### src/rtl/enc_ctrl_pkg.sv
// enc_ctrl_pkg: shared state type, acceleration constants and value clamp for the encoder menu
package enc_ctrl_pkg;
    typedef enum logic [1:0] {BROWSE, EDIT, COMMIT} state_t;
    localparam int ACCEL_WIN  = 50000;
    localparam int ACCEL_STEP = 4;
    function automatic int clamp(input int v, input int lo, input int hi);
        return v < lo ? lo : (v > hi ? hi : v);
    endfunction
endpackage

### src/rtl/enc_delta.sv
// enc_delta: registers the previous encoder position and yields a signed per-cycle delta
// ENC_MENU_ACCEL_EN adds a saturating window counter that flags closely spaced detents
module enc_delta
    import enc_ctrl_pkg::*;
(
    input  logic              clk,
    input  logic              rstn,
    input  logic [3:0]        enc_counter,
    output logic signed [3:0] delta,
    output logic              fast
);
    logic [3:0] enc_prev;
    logic       primed;
    always_ff @(posedge clk or negedge rstn)
        if (!rstn) begin
            enc_prev <= '0;
            primed   <= 1'b0;
        end else begin
            enc_prev <= enc_counter;
            primed   <= 1'b1;
        end
    // the first cycle out of reset only learns the encoder position
    assign delta = primed ? signed'(enc_counter - enc_prev) : 4'sd0;
`ifdef ENC_MENU_ACCEL_EN
    logic [15:0] win_cnt;
    always_ff @(posedge clk or negedge rstn)
        if (!rstn)
            win_cnt <= '1;
        else if (delta != 4'sd0)
            win_cnt <= '0;
        else if (win_cnt != '1)
            win_cnt <= win_cnt + 16'd1;
    assign fast = (delta != 4'sd0) && (int'(win_cnt) < ACCEL_WIN);
`else
    assign fast = 1'b0;
`endif
endmodule

### src/rtl/enc_menu_ctrl.sv
// enc_menu_ctrl: encoder-driven parameter menu with browse/edit/commit states and a valid/ready commit port
// ENC_MENU_ACCEL_EN enables x4 edit steps for fast rotation (handled in enc_delta)
module enc_menu_ctrl
    import enc_ctrl_pkg::*;
#(
    parameter  int NUM_PARAMS   = 4,
    parameter  int VAL_W        = 8,
    parameter  int VAL_MAX      = 255,
    parameter  int DEFAULT_VAL  = 0,
    parameter  int DEBOUNCE_CNT = 8,
    parameter  int LONG_CNT     = 2000,
    localparam int IDX_W        = $clog2(NUM_PARAMS)
) (
    input  logic                        clk,
    input  logic                        rstn,
    input  logic [3:0]                  enc_counter,
    input  logic                        pb_n,
    input  logic [11:0]                 pb_cnt,
    output logic [IDX_W-1:0]            sel_idx,
    output logic                        edit_mode,
    output logic [NUM_PARAMS*VAL_W-1:0] param_flat,
    output logic                        cfg_valid,
    input  logic                        cfg_ready
);
    logic signed [3:0] delta;
    logic              fast;
    enc_delta u_delta (
        .clk         (clk),
        .rstn        (rstn),
        .enc_counter (enc_counter),
        .delta       (delta),
        .fast        (fast)
    );
    logic        pb_prev, long_fired;
    logic [11:0] last_cnt;
    logic        short_ev, long_ev;
    assign long_ev  = !pb_n && pb_cnt == 12'(LONG_CNT) && !long_fired;
    assign short_ev = !pb_prev && pb_n && !long_fired &&
                      last_cnt >= 12'(DEBOUNCE_CNT) && last_cnt < 12'(LONG_CNT);
    always_ff @(posedge clk or negedge rstn)
        if (!rstn) begin
            pb_prev    <= 1'b1;
            last_cnt   <= '0;
            long_fired <= 1'b0;
        end else begin
            pb_prev    <= pb_n;
            last_cnt   <= pb_n ? last_cnt : pb_cnt;
            long_fired <= pb_n ? 1'b0 : (long_fired || long_ev);
        end
    state_t           state;
    logic [VAL_W-1:0] slot [NUM_PARAMS];
    logic [VAL_W-1:0] entry_val;
    logic [IDX_W-1:0] nxt_sel;
    logic [VAL_W-1:0] nxt_val;
    int               step;
    assign step    = fast ? ACCEL_STEP : 1;
    // the bias keeps the dividend non-negative so both directions wrap
    assign nxt_sel = IDX_W'((int'(sel_idx) + int'(delta) + 8 * NUM_PARAMS) % NUM_PARAMS);
    assign nxt_val = VAL_W'(clamp(int'(slot[sel_idx]) + int'(delta) * step, 0, VAL_MAX));
    always_ff @(posedge clk or negedge rstn)
        if (!rstn) begin
            state     <= BROWSE;
            sel_idx   <= '0;
            edit_mode <= 1'b0;
            cfg_valid <= 1'b0;
            entry_val <= VAL_W'(DEFAULT_VAL);
            for (int i = 0; i < NUM_PARAMS; i++)
                slot[i] <= VAL_W'(DEFAULT_VAL);
        end else begin
            case (state)
                BROWSE: begin
                    sel_idx <= nxt_sel;
                    if (long_ev) begin
                        state     <= COMMIT;
                        cfg_valid <= 1'b1;
                    end else if (short_ev) begin
                        state     <= EDIT;
                        edit_mode <= 1'b1;
                        entry_val <= slot[nxt_sel];
                    end
                end
                EDIT: begin
                    slot[sel_idx] <= long_ev ? entry_val : nxt_val;
                    if (long_ev || short_ev) begin
                        state     <= BROWSE;
                        edit_mode <= 1'b0;
                    end
                end
                COMMIT: if (cfg_ready) begin
                    state     <= BROWSE;
                    cfg_valid <= 1'b0;
                end
                default: state <= BROWSE;
            endcase
        end
    for (genvar g = 0; g < NUM_PARAMS; g++) begin : g_flat
        assign param_flat[g*VAL_W +: VAL_W] = slot[g];
    end
endmodule

### config.mk
export PLATFORM = sky130hd
export DESIGN_NAME = enc_menu_ctrl
export DESIGN_NICKNAME = d
export VERILOG_FILES = /design/src/rtl/enc_ctrl_pkg.sv /design/src/rtl/enc_delta.sv /design/src/rtl/enc_menu_ctrl.sv
export SDC_FILE = /design/constraint.sdc
export NUM_CORES = 1
export LEC_CHECK = 0
export BUFFER_PORTS_ARGS = -buffer_cell sky130_fd_sc_hd__buf_2
export CAP_MARGIN = 20
export CORE_ASPECT_RATIO = 0.75
export CORE_MARGIN = 5
export CORE_UTILIZATION = 50
export CTS_BUF_LIST = sky130_fd_sc_hd__clkbuf_16
export CTS_CLUSTER_SIZE = 25
export DETAILED_ROUTE_END_ITERATION = 12
export GPL_TIMING_DRIVEN = 0
export PLACE_DENSITY = 0.85
export SLEW_MARGIN = 10
export SYNTH_ARGS = -nofsm -noshare
export SYNTH_HDL_FRONTEND = slang
export SYNTH_SLANG_ARGS = --single-unit
export TNS_END_PERCENT = 10
### constraint.sdc
create_clock -name clk -period 3.6 [get_ports clk]
set_clock_uncertainty 0.2 [all_clocks]
set_input_delay 0.54 -clock clk [delete_from_list [all_inputs] [get_ports clk]]
set_output_delay 0.54 -clock clk [all_outputs]
set_load 0.05 [all_outputs]
Word level (Yosys, flattened, before mapping)
Index checks and enable logic that the tools add are counted.
{ "word_totals": {"regBits": 65, "elab_cells": 82} }
{ "classes": {"addsub": 4, "n_lt_le_gt_ge": 7, "n_eq_ne": 9, "n_mux": 26, "bitwise": 3, "reduce_logical": 19} }
{ "ops": {"columns": ["operator", "count"], "rows": [
  ["$mux W8", 8],
  ["$bmux W8 S2", 2],
  ["$bwmux W32", 1],
  ["$demux W8 S2", 1],
  ["$eq A12 B11 Y1 const B", 1],
  ["$ge A12 B4 Y1 const B", 1],
  ["$lt A12 B11 Y1 const B", 1],
  ["$add A9 B4 Y10", 1],
  ["$gt A10 B9 Y1 const B", 1],
  ["$lt A10 B1 Y1 const B", 1],
  ["$ne A2 B2 Y1 const B", 5],
  ["$reduce_and A3 Y1", 3],
  ["$mux W2", 4],
  ["$logic_and A1 B1 Y1", 7],
  ["$ge A3 B3 Y1 const B", 2],
  ["$mux W1", 6],
  ["$not A2 Y3", 2],
  ["$pmux W2 S3", 1],
  ["$mux W4", 1],
  ["$pmux W1 S2", 2],
  ["$reduce_and A4 Y1", 1],
  ["$reduce_bool A2 Y1", 2],
  ["$sub A4 B4 Y4", 1],
  ["$logic_not A1 Y1", 3],
  ["9 further kinds", 10]
]} }

Longest topological paths before layout
Gate-level depths: netlist of the first run.
{ "depth": {"word_depth": 10, "mapped_depth": 13} }

Cells and area by module
From an unflattened synthesis of the first run, not the netlist that was laid out.
{ "hier_totals": {"hier_cells": 340, "area_unflattened_um2": 3862.5} }
{ "by_module_without_submodules": {"columns": ["module", "instances", "cells_per_inst", "area_per_inst_um2"], "rows": [
  ["enc_menu_ctrl", 1, 314, 3582.2],
  ["enc_delta", 1, 26, 280.3]
]} }

Worst setup path after synthesis of the first run
Ideal clock, no wire load.
{ "synth_path": {"path_kind": "input -> register", "startpoint": "input enc_counter[2]", "endpoint": "register slot (netlist bit param_flat[15])", "setup_ns": 0.143, "t_arrival_ns": 3.216, "required_ns": 3.257, "slack_ns": 0.041, "stages": 12, "n_path_buf": 1, "cell_sequence": "ha_1 a21oi_2 a21oi_1 nor3b_4 ha_1 buf_6 a21oi_4 nand2_1 a221oi_4 xnor2_2 o211ai_2 a31oi_1"} }
{ "synth_via": {"elab_chain_cells": 8, "elab_cells_between_ends": 9, "cone_classes": "add/sub: 2; order compare: 2; mux: 5"} }
{ "synth_lines": {"columns": ["item", "line", "text"], "rows": [
  ["from (decl)", "enc_menu_ctrl.sv:16", "input logic [3:0] enc_counter,"],
  ["$sub A4 B4 Y4 (*)", "enc_delta.sv:23", "assign delta = primed ? signed'(enc_counter - enc_prev) : 4'sd0;"],
  ["$mux W4 (*)", "enc_delta.sv:23", null],
  ["$add A9 B4 Y10 (*)", "enc_menu_ctrl.sv:59", "assign nxt_val = VAL_W'(clamp(int'(slot[sel_idx]) + int'(delta) * step, 0, VAL_MAX));"],
  ["$gt A10 B9 Y1", "enc_ctrl_pkg.sv:7", "return v < lo ? lo : (v > hi ? hi : v);"],
  ["$mux W8", "enc_ctrl_pkg.sv:7", null],
  ["$mux W8 (*)", "enc_ctrl_pkg.sv:7", null],
  ["$mux W8 (*)", "enc_menu_ctrl.sv:83", "slot[sel_idx] <= long_ev ? entry_val : nxt_val;"],
  ["$bwmux W32 (*)", "enc_menu_ctrl.sv:83", null],
  ["to (signal, indexed assignment)", "enc_menu_ctrl.sv:68", "slot[i] <= VAL_W'(DEFAULT_VAL);"],
  ["to (signal, indexed assignment)", "enc_menu_ctrl.sv:83", null],
  ["to (decl)", "enc_menu_ctrl.sv:51", "logic [VAL_W-1:0] slot [NUM_PARAMS];"]
]} }
Every way passes the cells marked *; elsewhere a longest branch is shown, timed or not.
A chain may end at the register's enable or synchronous reset.

Worst setup path after layout of the first run
{ "layout_path": {"startpoint": "register u_delta.enc_prev[2]", "endpoint": "register slot (netlist bit param_flat[4])"} }
{ "layout_via": {"elab_chain_cells": 8, "elab_cells_between_ends": 9, "cone_classes": "add/sub: 2; order compare: 2; mux: 5"} }
{ "layout_lines": {"columns": ["item", "line", "text"], "rows": [
  ["from (decl)", "enc_delta.sv:12", "logic [3:0] enc_prev;"],
  ["from (signal assigned)", "enc_delta.sv:19", "enc_prev <= enc_counter;"],
  ["$sub A4 B4 Y4 (*)", "enc_delta.sv:23", null],
  ["$mux W4 (*)", "enc_delta.sv:23", null],
  ["$add A9 B4 Y10 (*)", "enc_menu_ctrl.sv:59", null],
  ["$gt A10 B9 Y1", "enc_ctrl_pkg.sv:7", null],
  ["$mux W8", "enc_ctrl_pkg.sv:7", null],
  ["$mux W8 (*)", "enc_ctrl_pkg.sv:7", null],
  ["$mux W8 (*)", "enc_menu_ctrl.sv:83", null],
  ["$bwmux W32 (*)", "enc_menu_ctrl.sv:83", null]
]} }
Marked as above.

==> results of run 1 <==
[area by class of cell]
type / count / area [um2]
Buffer: 13 / 63.8
Tap cell: 98 / 123
Inverter: 19 / 71.3
Fill cell: 528 / 2550
Sequential cell: 62 / 1550
Clock inverter: 6 / 63.8
Timing Repair Buffer: 63 / 338
Multi-Input combinational cell: 224 / 1870
Clock buffer: 9 / 225
[registers in the layout, summed over array words and instances, names as in the netlist]
register          flops
state                 2
pb_prev               1
edit_mode             1
u_delta.primed        1
entry_val             8
cfg_valid             1
last_cnt              9
sel_idx               2
param_flat           32
long_fired            1
u_delta.enc_prev      4
[worst max path at each step]
| stage | endpoint | slack [ns] | cells past startpoint |
|---|---|---|---|
| after floorplan | param_flat[15]$_DFFE_PN0P_ | 0.04 | 12 |
| after global placement | param_flat[5]$_DFFE_PN0P_ | -0.44 | 13 |
| after detailed placement | param_flat[1]$_DFFE_PN0P_ | -0.51 | 13 |
| after CTS | param_flat[17]$_DFFE_PN0P_ | 0.03 | 11 |
| after global routing | param_flat[1]$_DFFE_PN0P_ | -0.04 | 14 |
| final | param_flat[4]$_DFFE_PN0P_ | 0.14 | 13 |
[layout by cell type, fill, tap and decap left out, types with 9 or more instances in the layout]
cell type	count
dfrtp_1	61
buf_2	56
nor2_1	47
a31oi_1	28
inv_1	19
mux2_2	18
mux4_2	16
nand2_1	16
ha_1	13
buf_4	10
clkbuf_16	9
[cell families after synthesis]
| logic type | Yosys count |
|---|---|
| AO/OA/AOI/OAI | 66 |
| XOR/XNOR | 13 |
| adder cells (fa/ha/maj) | 15 |
| buffers and inverters | 32 |
| flip-flops | 62 |
| multiplexers | 37 |
| other | 1 |
| AND/OR/NAND/NOR | 92 |
[stage by stage]
step | setup slack [ns] | cell area [um2]
final | 0.138 | 4310
after global routing | -0.0445 | 4310
after CTS | 0.0339 | 4280
after detailed placement | -0.509 | 3960
after global placement | -0.439 | 3950
after floorplan | 0.0410 | 3550
[repair_timing]
item / 4_1_cts / 5_1_grt
pin swaps: 1 / 5
buffers inserted: 3 / 4
endpoints found under the setup margin: 32 / 32
resized for setup: 1 / 3
hold buffers: 0 / 0
[layer usage]
layer	share of wire, %	vias to the layer above
met3	8.1	23
met2	47	159
li1	-	1324
met5	0	-
met1	42	1482
met4	2.0	0
==> impl_metrics.tcl, run 1 <==
set metrics [dict create \
    outcome "finished clean" \
    dieWidth_um 107 \
    use_met3_pct 5.43 \
    ys_seq_area_share_pct 43.7 \
    cts.sinks 62 \
    grt_overflow 0 \
    grtUsageMet1_pct 29.5 \
    drtPass1Iterations 6 \
    use_met2_pct 31.9 \
    first_iter_violations 226 \
    synth-simple-area-share_pct 12.5 \
    antenna_found_initial 0 \
    synth_edf_count 0 \
    dr_total_vias 2988 \
    first_global_vias 2944 \
    startpoint "u_delta.enc_prev[2]$_DFF_PN0_" \
    syn2layout_area_growth_pct 21.3 \
    crit_family "compound AO/OA/AOI/OAI gates" \
    fin_crit_ns 3.46 \
    cp_cell_sequence "inv_1 -> ha_1 -> a21oi_2 -> a21oi_1 -> nor3b_4 -> ha_1 -> a21oi_2 -> o221ai_1 -> a21o_1 -> xnor2_4 -> buf_4 -> o211ai_2 -> a31oi_1" \
    synthMuxAreaShare_pct 16.7 \
    synthAdderAreaFrac_pct 5.70 \
    clk_path_buf_depth 2 \
    max_stage_delay_ns 0.36 \
    reg2reg_slack_ns 0.14 \
    core_mm2 0.00686 \
    end_kind "flop" \
    report.final.setup_viol 0 \
    path_clk_slew_ns 0.05 \
    post_drt_wl_per_cell_um 18.8 \
    start_kind "flop" \
    synth_top_family_by_area "multiplexers" \
    diodes 0 \
    initial_core_util_pct 51.8 \
    vias_per_cell 6.05 \
    synth-xor-area-share_pct 3.94 \
    syn_inst 318 \
    post-route-period-util_pct 96.2 \
    top_usage_layer "met2" \
    path_buf_inv 2 \
    yosysTopAreaCellShare_pct 42.9 \
    hold_viol 0 \
    drt_wl_total_um 9280 \
    synth_compound_area_share_pct 13.7 \
    synth_common_cells "dfrtp_1, nor2_1, a31oi_1, inv_1, mux2_2" \
    min_path_type "in2async" \
    slew-limit-headroom_pct 36.0 \
    r2r-end "param_flat[4]$_DFFE_PN0P_" \
    yosys-top-cells-area "dfrtp_1, mux4_2, mux2_2" \
    clk_latency_ns 0.33 \
    drc_errors 0 \
    port_buffers 55 \
    synth-main-ff-cell "dfrtp_1" \
    layout-drive-gt1-share_pct 33.6 \
    htree_levels 3 \
    track_usage_pct 21.3 \
    chipHeight_um 83.0 \
    ys_types 51 \
    ys_warn_count 0 \
    syn_nets 353 \
    gp_routability_congestion 0.912 \
    crit_slowest_cell "ha_1" \
    fmax_mhz 289 \
    syn_area_per_cell_um2 11.2 \
    max-cap-violations 0 \
    fin_cells 494 \
    ios 56 \
    rows 26 \
    synth_area_leader_cell "dfrtp_1" \
    drv_slew 0 \
    ys_ff_latch 62 \
    netlist_area_mm2 0.00355 \
    r2r_cells 13 \
    fin_util_pct 62.8 \
    fin_setup_tns_ns 0 \
    root_buffer "clkbuf_16" \
    crit_type "reg2reg" \
    async_flop_share_pct 100 \
    die-area_mm2 0.00891 \
    synth_most_common_cell "dfrtp_1" \
    nets 427 \
    grt_max_degree 63 \
    drtAntennaViolNets 0 \
    holdWs_ns 0.0837 \
    cts_buffers 9 \
    dp_cells 472 \
    cp_max_fo 5 \
    worst_slew_pin_slew_ns 0.955 \
    arrival_ns 3.51 \
    cts_tree "built" \
    required_ns 3.64 \
    hpwlAfterDp_um 6340 \
    grt_pass1_wl_um 14900 \
    crit-reg2reg-launch "u_delta.enc_prev[2]$_DFF_PN0_" \
]
Power of run 1 is left out: the tool's default activity adds up to more than one toggle a clock period on the data nets, which glitch-free logic cannot reach.
==> inputs of run 2 (changes only) <==
Settings changed: CTS_BUF_LIST sky130_fd_sc_hd__clkbuf_16 to unset.
==> run 2 against run 1 <==
Net effect: non-clock buffer count increased by 1; register-to-register slack about the same; via count decreased by 1.0%; die area unchanged; first-iteration DRC count increased by 2.7%; sequential share of layout area increased by 0.77 points; sequential cell count unchanged; setup slack improved by 0.013 ns; critical endpoint unchanged; largest cell class unchanged.
==> impl_metrics.tcl, run 2 (same netlist as run 1, synthesis figures left out) <==
set metrics [dict create \
    outcome "finished clean" \
    worst_slew_pin_slew_ns 0.952 \
    end_kind "flop" \
    chipHeight_um 83.0 \
    clk_path_buf_depth 2 \
    clk_latency_ns 0.35 \
    drv_slew 0 \
    fin_util_pct 61.5 \
    die-area_mm2 0.00891 \
    crit_type "reg2reg" \
    dp_cells 472 \
    grt_overflow 0 \
    antenna_found_initial 0 \
    grt_pass1_wl_um 14700 \
    cts_tree "built" \
    hpwlAfterDp_um 6340 \
    required_ns 3.65 \
    crit_slowest_cell "ha_1" \
    holdWs_ns 0.0742 \
    final_common_cell "dfrtp_1" \
    syn2layout_area_growth_pct 18.8 \
    dieWidth_um 107 \
    fmax_mhz 290 \
    post_drt_wl_per_cell_um 18.3 \
    first_iter_violations 232 \
    path_buf_inv 2 \
    layout-drive-gt1-share_pct 33.8 \
    rows 26 \
    max-cap-violations 0 \
    report.final.setup_viol 0 \
    core_mm2 0.00686 \
    drt_wl_total_um 9060 \
    drtAntennaViolNets 0 \
    cts_buffers 9 \
    fin_area_mm2 0.00422 \
    cp_max_fo 6 \
    reg2reg_slack_ns 0.15 \
    place_area_mm2 0.00396 \
    nets 428 \
    slew-limit-headroom_pct 36.2 \
    track_usage_pct 20.9 \
    drc_errors 0 \
    ctsHoldBuffers 0 \
    largest_reg_flops 32 \
    crit_family "compound AO/OA/AOI/OAI gates" \
    path_clk_slew_ns 0.07 \
    root_buffer "clkbuf_8" \
    min_path_type "in2async" \
    dr_total_vias 2957 \
    arrival_ns 3.50 \
    drtPass1Iterations 5 \
    htree_levels 3 \
    fin_cells 495 \
    gp_routability_congestion 0.912 \
    port_buffers 55 \
    cp_cell_sequence "inv_1 -> ha_1 -> a21oi_2 -> a21oi_1 -> nor3b_4 -> ha_1 -> a21oi_2 -> o221ai_1 -> a21o_1 -> xnor2_4 -> buf_4 -> o211ai_2 -> a31oi_1" \
    first_global_vias 2888 \
    final_cell_mix "dfrtp_1, buf_2, nor2_1" \
    ios 56 \
    cts.sinks 62 \
    grt_max_degree 63 \
    hold_viol 0 \
    start_kind "flop" \
    post-route-period-util_pct 95.8 \
    fin_crit_ns 3.45 \
    initial_core_util_pct 51.8 \
    diodes 0 \
    vias_per_cell 5.97 \
    max_stage_delay_ns 0.36 \
]
## run 2: through the flow
step                setup TNS, ns  setup slack (ns)
finish                          0             0.151
global route              -0.0105           -0.0105
CTS                             0            0.0159
detailed placement         -14.69            -0.509
global placement           -12.40            -0.439
floorplan                       0            0.0410
## run 2: cell type report
class / instances / area (um2)
timing repair buffer: 64 / 345
buffer: 13 / 67.6
inverter: 19 / 71.3
clock inverter: 6 / 63.8
clock buffer: 9 / 124
multi-input combinational: 224 / 1870
fill: 539 / 2640
sequential: 62 / 1550
tap: 98 / 123
## run 2: layer usage
metal	global-route usage (%)	vias up	routed length, um
li1	-	1324	-
met1	28.6	1452	3800
met2	31.7	161	4270
met3	7.21	20	831
met4	5.85	0	155
met5	0	-	0
## run 2: timing repair
item                       in CTS  in global routing
resized for setup               1                  4
setup endpoints to repair      32                 32
pin swaps                       1                  5
setup buffers                   3                  5
gates cloned                    0                  0
## run 2: final timing paths
path                                                from                       endpoint  depth (start not counted)
max                        u_delta.enc_prev[2]$_DFF_PN0_      param_flat[4]$_DFFE_PN0P_                         13
min                                                 rstn        last_cnt[8]$_DFFE_PN0N_                          1
max reg2reg                u_delta.enc_prev[2]$_DFF_PN0_      param_flat[4]$_DFFE_PN0P_                         13
min reg2reg                     entry_val[7]$_DFFE_PN0P_       entry_val[7]$_DFFE_PN0P_                          1
max in group asynchronous                           rstn      param_flat[4]$_DFFE_PN0P_                          1
min in group clk                          enc_counter[0]  u_delta.enc_prev[0]$_DFF_PN0_                          1
Power of run 2 is left out for the same reason.
